### src/rtl/nasti_stream_arbiter.sv
// -----------------------------------------------------------------------------
// nasti_stream_arbiter
//
// Merges up to four input stream lanes onto one output stream. Arbitration is
// round-robin between packets: a lane that wins keeps the output until its
// t_last beat has been accepted, so beats of different packets never
// interleave. The output beat is held in a single register stage that can be
// reloaded in the same cycle it drains, giving one beat per cycle with m_ready
// held high, including across packet boundaries and lane switches.
//
// Ports:
//   clk      - clock, all logic on the rising edge
//   rstn     - asynchronous active-low reset
//   s_valid  - per-lane t_valid            [N_PORT]
//   s_data   - per-lane t_data, lane i at [i*DATA_WIDTH +: DATA_WIDTH]
//   s_strb   - per-lane t_strb             [N_PORT*DATA_WIDTH/8]
//   s_keep   - per-lane t_keep             [N_PORT*DATA_WIDTH/8]
//   s_last   - per-lane t_last             [N_PORT]
//   s_id     - per-lane t_id               [N_PORT*ID_WIDTH]
//   s_dest   - per-lane t_dest             [N_PORT*DEST_WIDTH]
//   s_user   - per-lane t_user             [N_PORT*USER_WIDTH]
//   s_ready  - per-lane t_ready            [N_PORT]
//   m_valid  - output t_valid
//   m_data, m_strb, m_keep, m_last, m_id, m_dest, m_user - output beat fields
//   m_lane   - source lane of the beat currently on the output
//   m_ready  - output t_ready
// -----------------------------------------------------------------------------
module nasti_stream_arbiter #(
    parameter int N_PORT     = 4,
    parameter int DATA_WIDTH = 64,
    parameter int ID_WIDTH   = 1,
    parameter int DEST_WIDTH = 1,
    parameter int USER_WIDTH = 1
) (
    input  logic                             clk,
    input  logic                             rstn,
    input  logic [N_PORT-1:0]                s_valid,
    input  logic [N_PORT*DATA_WIDTH-1:0]     s_data,
    input  logic [N_PORT*DATA_WIDTH/8-1:0]   s_strb,
    input  logic [N_PORT*DATA_WIDTH/8-1:0]   s_keep,
    input  logic [N_PORT-1:0]                s_last,
    input  logic [N_PORT*ID_WIDTH-1:0]       s_id,
    input  logic [N_PORT*DEST_WIDTH-1:0]     s_dest,
    input  logic [N_PORT*USER_WIDTH-1:0]     s_user,
    output logic [N_PORT-1:0]                s_ready,
    output logic                             m_valid,
    output logic [DATA_WIDTH-1:0]            m_data,
    output logic [DATA_WIDTH/8-1:0]          m_strb,
    output logic [DATA_WIDTH/8-1:0]          m_keep,
    output logic                             m_last,
    output logic [ID_WIDTH-1:0]              m_id,
    output logic [DEST_WIDTH-1:0]            m_dest,
    output logic [USER_WIDTH-1:0]            m_user,
    output logic [1:0]                       m_lane,
    input  logic                             m_ready
);

    localparam int STRB_WIDTH = DATA_WIDTH / 8;

    typedef enum logic {
        IDLE   = 1'b0,
        LOCKED = 1'b1
    } state_t;

    state_t state_q, state_d;
    logic [1:0] lock_q, lock_d;
    logic [1:0] rr_q, rr_d;

    logic       load;
    logic       sel_found;
    logic [1:0] sel_lane;
    logic       accept;

    logic [DATA_WIDTH-1:0] sel_data;
    logic [STRB_WIDTH-1:0] sel_strb;
    logic [STRB_WIDTH-1:0] sel_keep;
    logic                  sel_last;
    logic [ID_WIDTH-1:0]   sel_id;
    logic [DEST_WIDTH-1:0] sel_dest;
    logic [USER_WIDTH-1:0] sel_user;

    // The output register can take a new beat when it is empty or is being
    // drained by the consumer in this very cycle.
    assign load = !m_valid || m_ready;

    // Lane selection. While locked the lock lane is the only candidate, valid
    // or not, so a stalled packet keeps the output reserved. While idle the
    // lanes are scanned starting just after the previous winner; the first
    // valid one found wins.
    always_comb begin
        sel_found = 1'b0;
        sel_lane  = '0;
        if (state_q == LOCKED) begin
            sel_found = 1'b1;
            sel_lane  = lock_q;
        end else begin
            for (int k = 1; k <= N_PORT; k++) begin
                for (int i = 0; i < N_PORT; i++) begin
                    if (!sel_found && s_valid[i] &&
                        (i == ((int'(rr_q) + k) % N_PORT))) begin
                        sel_found = 1'b1;
                        sel_lane  = 2'(i);
                    end
                end
            end
        end
    end

    // Only the selected lane ever sees ready, and only when the output
    // register can take its beat. Ready is forced low while in reset.
    always_comb begin
        s_ready = '0;
        for (int i = 0; i < N_PORT; i++) begin
            if (sel_found && (sel_lane == 2'(i))) begin
                s_ready[i] = load && rstn;
            end
        end
    end

    assign accept = |(s_ready & s_valid);

    // Field multiplexer: picks the selected lane's beat out of the packed
    // lane vectors.
    always_comb begin
        sel_data = '0;
        sel_strb = '0;
        sel_keep = '0;
        sel_last = 1'b0;
        sel_id   = '0;
        sel_dest = '0;
        sel_user = '0;
        for (int i = 0; i < N_PORT; i++) begin
            if (sel_lane == 2'(i)) begin
                sel_data = s_data[i*DATA_WIDTH +: DATA_WIDTH];
                sel_strb = s_strb[i*STRB_WIDTH +: STRB_WIDTH];
                sel_keep = s_keep[i*STRB_WIDTH +: STRB_WIDTH];
                sel_last = s_last[i];
                sel_id   = s_id[i*ID_WIDTH +: ID_WIDTH];
                sel_dest = s_dest[i*DEST_WIDTH +: DEST_WIDTH];
                sel_user = s_user[i*USER_WIDTH +: USER_WIDTH];
            end
        end
    end

    // Lock FSM next state. A first beat without t_last takes the lock; a
    // single-beat packet only moves the round-robin pointer. Leaving LOCKED
    // leaves the pointer on the lock lane (it was set when the packet
    // started), so the next arbitration begins after it.
    always_comb begin
        state_d = state_q;
        lock_d  = lock_q;
        rr_d    = rr_q;
        if (accept) begin
            if (state_q == IDLE) begin
                rr_d = sel_lane;
                if (!sel_last) begin
                    state_d = LOCKED;
                    lock_d  = sel_lane;
                end
            end else if (sel_last) begin
                state_d = IDLE;
            end
        end
    end

    // Lock FSM state register. The pointer resets to the top lane so that
    // lane 0 has first priority after reset.
    always_ff @(posedge clk or negedge rstn) begin
        if (!rstn) begin
            state_q <= IDLE;
            lock_q  <= '0;
            rr_q    <= 2'(N_PORT - 1);
        end else begin
            state_q <= state_d;
            lock_q  <= lock_d;
            rr_q    <= rr_d;
        end
    end

    // Output register. An accepted beat always overwrites it (load guarantees
    // the previous beat is gone or leaving). Without a new beat the register
    // empties when drained and otherwise holds every field stable.
    always_ff @(posedge clk or negedge rstn) begin
        if (!rstn) begin
            m_valid <= 1'b0;
            m_data  <= '0;
            m_strb  <= '0;
            m_keep  <= '0;
            m_last  <= 1'b0;
            m_id    <= '0;
            m_dest  <= '0;
            m_user  <= '0;
            m_lane  <= '0;
        end else if (accept) begin
            m_valid <= 1'b1;
            m_data  <= sel_data;
            m_strb  <= sel_strb;
            m_keep  <= sel_keep;
            m_last  <= sel_last;
            m_id    <= sel_id;
            m_dest  <= sel_dest;
            m_user  <= sel_user;
            m_lane  <= sel_lane;
        end else if (m_ready) begin
            m_valid <= 1'b0;
        end
    end

endmodule

### config.mk
export PLATFORM = sky130hd
export DESIGN_NAME = nasti_stream_arbiter
export DESIGN_NICKNAME = d
export VERILOG_FILES = /design/src/rtl/nasti_stream_arbiter.sv
export SDC_FILE = /design/constraint.sdc
export NUM_CORES = 1
export LEC_CHECK = 0
export ABC_CLOCK_PERIOD_IN_PS = 4750
export CORE_AREA = 4 4 166 168
export CTS_CLUSTER_SIZE = 28
export DETAILED_ROUTE_END_ITERATION = 10
export DIE_AREA = 0 0 170 172
export GPL_TIMING_DRIVEN = 0
export PLACE_DENSITY = 0.61
export SYNTH_ARGS = -nofsm -noshare
export SYNTH_HDL_FRONTEND = slang
export SYNTH_SLANG_ARGS = --single-unit
### constraint.sdc
create_clock -name clk -period 4.75 [get_ports clk]
set_clock_uncertainty 0.05 [all_clocks]
set_input_delay 0.95 -clock clk [delete_from_list [all_inputs] [get_ports clk]]
set_output_delay 0.95 -clock clk [all_outputs]
set_load 0.05 [all_outputs]
# Word level (Yosys, flattened, before mapping)
# Index checks and enable logic that the tools add are counted.
# W data, S select, Z words.
# word_totals
output_inout_bits,91
ff_bits,92
inputBits,343
elab_cells,187
# op_classes
add_sub_neg,4
reduce_logical,66
n_bitwise,7
n_mux,83
eq_ne,15
# op_table
operator,count
$mux W64,4
$logic_not A32 Y1,4
$mux W8,8
$mux W1,56
$logic_and A1 B1 Y1,36
$mux W2,15
$eq A3 B3 Y1 const A,8
$logic_not A1 Y1,16
$eq A2 B3 Y1 const A,4
$reduce_or A2 Y1,4
$add A2 B1 Y2 const B,2
$add A2 B2 Y2 const B,2
$and A1 B1 Y1 const A,4
$and A4 B4 Y4,1
$eq A2 B2 Y1 const B,2
$reduce_or A4 Y1,1
$reduce_and A3 Y1,1
$eq A2 B1 Y1 const B,1
$logic_not A2 Y1,1
$not A1 Y1,2
$reduce_and A2 Y1,1
$reduce_bool A2 Y1,1
$logic_or A1 B1 Y1,1

# Logic depth before layout (Yosys ltp)
# depth
ltp_word,89
depth_mapped,10
depth_no_buf,6

# Worst setup path before layout
# OpenSTA, ideal clock, no wires.
# synth_path
path_kind,in2out
startpoint,in s_valid[0]
endpoint,out s_ready[2]
t_arrival_ns,3.309
n_path_buf,3
cell_stages,7
required_time_ns,3.750
path_slack_ns,0.441
cell_sequence,or2_1 a311o_1 and2_1 buf_2 clkbuf_1 buf_2 nor3_1
# synth_via
elab_chain_cells,81
elab_cells_between_ends,97
cone_classes,eq/ne (1); mux (49); reduce/logical (47)
# synth_lines
element,line_no,source
start: declaration,37,"input logic [N_PORT-1:0] s_valid,"
$logic_and A1 B1 Y1,99,if (!sel_found && s_valid[i] &&
$mux W1,99,
$mux W1,93,if (state_q == LOCKED) begin
$logic_not A1 Y1,99,
$logic_and A1 B1 Y1 (2 in series),99,
$mux W1,99,
$mux W1,93,
$logic_not A1 Y1,99,
[63 not listed],--,
$mux W1,93,
$logic_not A1 Y1,99,
$logic_and A1 B1 Y1 (2 in series),99,
$mux W2,99,
$mux W2,93,
$eq A2 B2 Y1,114,if (sel_found && (sel_lane == 2'(i))) begin
$logic_and A1 B1 Y1 *,114,
$mux W1 *,114,
end: declaration,45,"output logic [N_PORT-1:0] s_ready,"
# Every way passes the cells marked *; elsewhere a longest branch is shown, timed or not. The select of a mux whose other input is x is not followed.

# Final worst setup path
# layout_path
startpoint,in s_valid[3]
endpoint,out s_ready[1]
# layout_via
elab_chain_cells,67
elab_cells_between_ends,81
cone_classes,eq/ne (1); mux (41); reduce/logical (39)
# layout_lines
element,line_no
$logic_and A1 B1 Y1 (2 in series),99
$mux W1,99
$mux W1,93
$logic_not A1 Y1,99
$logic_and A1 B1 Y1 (2 in series),99
$mux W1,99
$mux W1,93
$logic_not A1 Y1,99
[48 not listed],--
$mux W1,93
$logic_not A1 Y1,99
$logic_and A1 B1 Y1 (2 in series),99
$mux W2,99
$mux W2,93
$eq A2 B1 Y1,114
$logic_and A1 B1 Y1 *,114
$mux W1 *,114
# Marks and branches as above.

==> summary.md <==
| Metric | Value |
|---|---|
| Crit Path Class | `in -> out` |
| RePlAce Congestion | `0.844` |
| Status | `finished, final reports clean` |
| Max Root-Sink Buffers | `2` |
| I/O Buffers | `433` |
| Final nets | `around 1500` |
| Sink Count | `92` |
| Fill count | `approximately 2600` |
| Core area | `25900 sq um` |
| Synth top area share | `0.359` |
| Antenna Nets Post-Route | `0` |
| Worst slew pin tran | `~1.1 ns` |
| Setup slack, reg-to-reg | `between 1.5 and 2 ns` |
| CTS tree | `built` |
| Seq/Total Area, Yosys | `0.368` |
| Register Area | `~2300 sq um` |
| Share of cells above drive strength 1 | `0.107` |
| Clock power frac | `0.083` |
| First-pass GRT wire length | `around 46000 um` |
| Wirelength per Cell | `21.3 um` |
| Crit path launch | `s_valid[3]` |
| VDD IR-drop max | `around 400 uV` |
| Antenna violations before repair | `1` |
| R2r endpoint | `m_keep[6]$_DFFE_PN0P_` |
| Max-Slew Margin vs Limit | `0.270` |
| Synth Net Count | `between 1000 and 1500` |
| Placed insts | `roughly 1500` |
| Horiz. Die Dim | `170 um` |
| Largest net degree at the start of global routing | `55` |
| Post-synthesis instance total | `724` |
| F_max | `roughly 220 MHz` |
| CP max FO | `8` |
| Min setup slack post-route | `between 0.15 and 0.2 ns` |
| Row cnt | `59` |
| Cell variety after synth | `42` |
| Most frequent cells in the layout | `clkdlybuf4s50_1 (428), nand2_1 (255), dfrtp_1 (90)` |
| Commonest non-fill, non-tap cell in the layout | `clkdlybuf4s50_1` |
| #FFs+latches synth | `92` |
| Htree depth | `3` |
| Syn Area/Cell | `~8.7 sq um` |
| Startpoint types | `input port` |
| CP Data Required Time | `3.75 ns` |
| Final setup vio count | `0` |
| Int Pwr | `4.04 mW` |
| Fin crit share | `0.960` |
| Final Non-Filler Cells | `roughly 1500` |
| Count of flip-flops with a built-in enable after synthesis | `0` |
| Worst Hold Endpoint | `m_data[62]$_DFFE_PN0P_` |
| Post-place setup slack | `-0.873 ns` |
| Synth warn | `0` |
| Synth area leader | `dfrtp_1` |
| Die Y | `around 170 um` |
| I/O pins | `approximately 430` |
| Logic gate share of total power | `0.752` |
| Starting density of the core | `0.242` |
| Area after DPL | `roughly 11000 sq um` |
| R2R depth | `9` |
| Max-slew violation count | `0` |
| Worst-skew pair later-pin latency | `between 0.3 and 0.4 ns` |
| Final core occ | `0.438` |
| Hold WS | `around 0.43 ns` |
| Synth Cell Area | `~6300 sq um` |
| Net Sw Frac | `0.535` |
| Hold Violations, Final | `0` |
| Area of the multi-input gates | `between 3000 and 4000 sq um` |
| Switching power | `about 4.6 mW` |
| RSZ-0062 raised after global routing | `false` |
| Detailed Route Iter0 Violations | `~330` |
| Vias in the first global route | `around 7900` |
| Gr usage total | `0.203` |
| Clock transition at the registers of the reported paths | `0.06 ns` |
| First-pass detailed-route iteration total | `5` |
| Leak | `~4.5 nW` |
| Root Buffer | `clkbuf_16` |
| Share of power burned in registers | `0.165` |
| Setup TNS | `0 ns` |
| Reg2reg start | `rr_q[0]$_DFFE_PN1P_` |
| Hold-critical path depth | `1` |
| Vias per cell | `roughly 5` |
| Vias | `between 7000 and 8000` |
| Final Critical Period | `~4.6 ns` |
| CTS Buf Count | `9` |
| Worst Path Arrival | `3.56 ns` |
| Die area | `29200 sq um` |
| Ys async rst share | `1.00` |
| Dominant synthesized flop cell | `dfrtp_1` |
| Total congestion overflow | `0` |
| Worst setup EP type | `primary output` |
| Hold WC Path Type | `reg -> reg` |
| Routed WL | `~32000 um` |
| Post-CTS Hold Fix Bufs | `0` |
| Pwr dens | `around 770 nW/um^2` |
| DPL Wire Length | `about 25000 um` |
| Total chip power | `8.69 mW` |
| DRC errors left | `0` |
| Syn-to-layout area delta | `81.0%` |
| Design Area, Final | `11300 sq um` |
| Max-cap violations | `0` |
| Hold Startpoint | `m_data[62]$_DFFE_PN0P_` |
| Area contributors post-synth | `dfrtp_1 (36%), nand2_1 (15%), mux2_2 (13%)` |
## metal layers
layer	vias up	track usage	share of wire
met5	-	0	0
met4	0	0.0705	0.025
met3	38	0.0574	0.091
met2	365	0.357	0.49
met1	3736	0.240	0.40
li1	3563	-	-
## power by group through the flow
| stage | clock, mW | sequential, mW | combinational (mW) |
|---|---|---|---|
| after global routing | 0.777 | 1.49 | 7.01 |
| final | 0.719 | 1.43 | 6.54 |
| after global placement | 0 | 1.43 | 6.57 |
| after CTS | 0.745 | 1.43 | 6.59 |
| after floorplan | 0 | 2.76 | 2.88 |
| after detailed placement | 0 | 1.44 | 6.58 |
## synth_stat cells, types with 4 or more instances
cell        n
o21ai_0     4
buf_2      24
a22oi_1    83
a32oi_1    83
dfrtp_1    90
nor2_1      6
clkbuf_1   43
nand2_1   255
nor3_1      4
mux2_2     71
inv_1       4
mux2_1     16
## layout make-up
class,instances,area share
Antenna cell,1,0.000221
Sequential cell,92,0.203
Clock inverter,3,0.00353
Tap cell,335,0.0370
Buffer,72,0.0291
Clock buffer,11,0.0205
Timing Repair Buffer,435,0.385
Inverter,5,0.00165
Multi-Input combinational cell,553,0.320
## worst max path at each step
stage	to	slack [ns]
after floorplan	s_ready[2]	0.44
after CTS	s_ready[0]	0.07
final	s_ready[1]	0.19
after global routing	s_ready[1]	0.004
after detailed placement	s_ready[1]	-0.87
after global placement	s_ready[1]	-3.32
## registers in the layout, summed over array words and instances (netlist names)
register,count
m_user,1
m_id,1
m_dest,1
lock_q,2
m_last,1
m_lane,2
m_valid,1
m_data,64
state_q,1
rr_q,2
m_keep,8
m_strb,8
## cell families after synthesis
group / count (synthesis) / synth area share
compound gates: 188 / 0.245
mux: 89 / 0.160
flops: 92 / 0.368
buf+inv: 79 / 0.0559
simple gates: 276 / 0.172
## worst max-delay path, cell delays in order
cell and delay, ns:
clkdlybuf4s50_1 0.66, nor2_1 0.12, o32ai_1 0.71, nand2_1 0.30, nor3_1 0.24, dlygate4sd2_1 0.57
## repair_timing
action	in CTS	in global routing
endpoints found under the setup margin	4	3
buffers inserted	0	1
pin swaps	0	1
gates resized for setup	14	5
No activity file was read; power rests on OpenSTA's default activity.
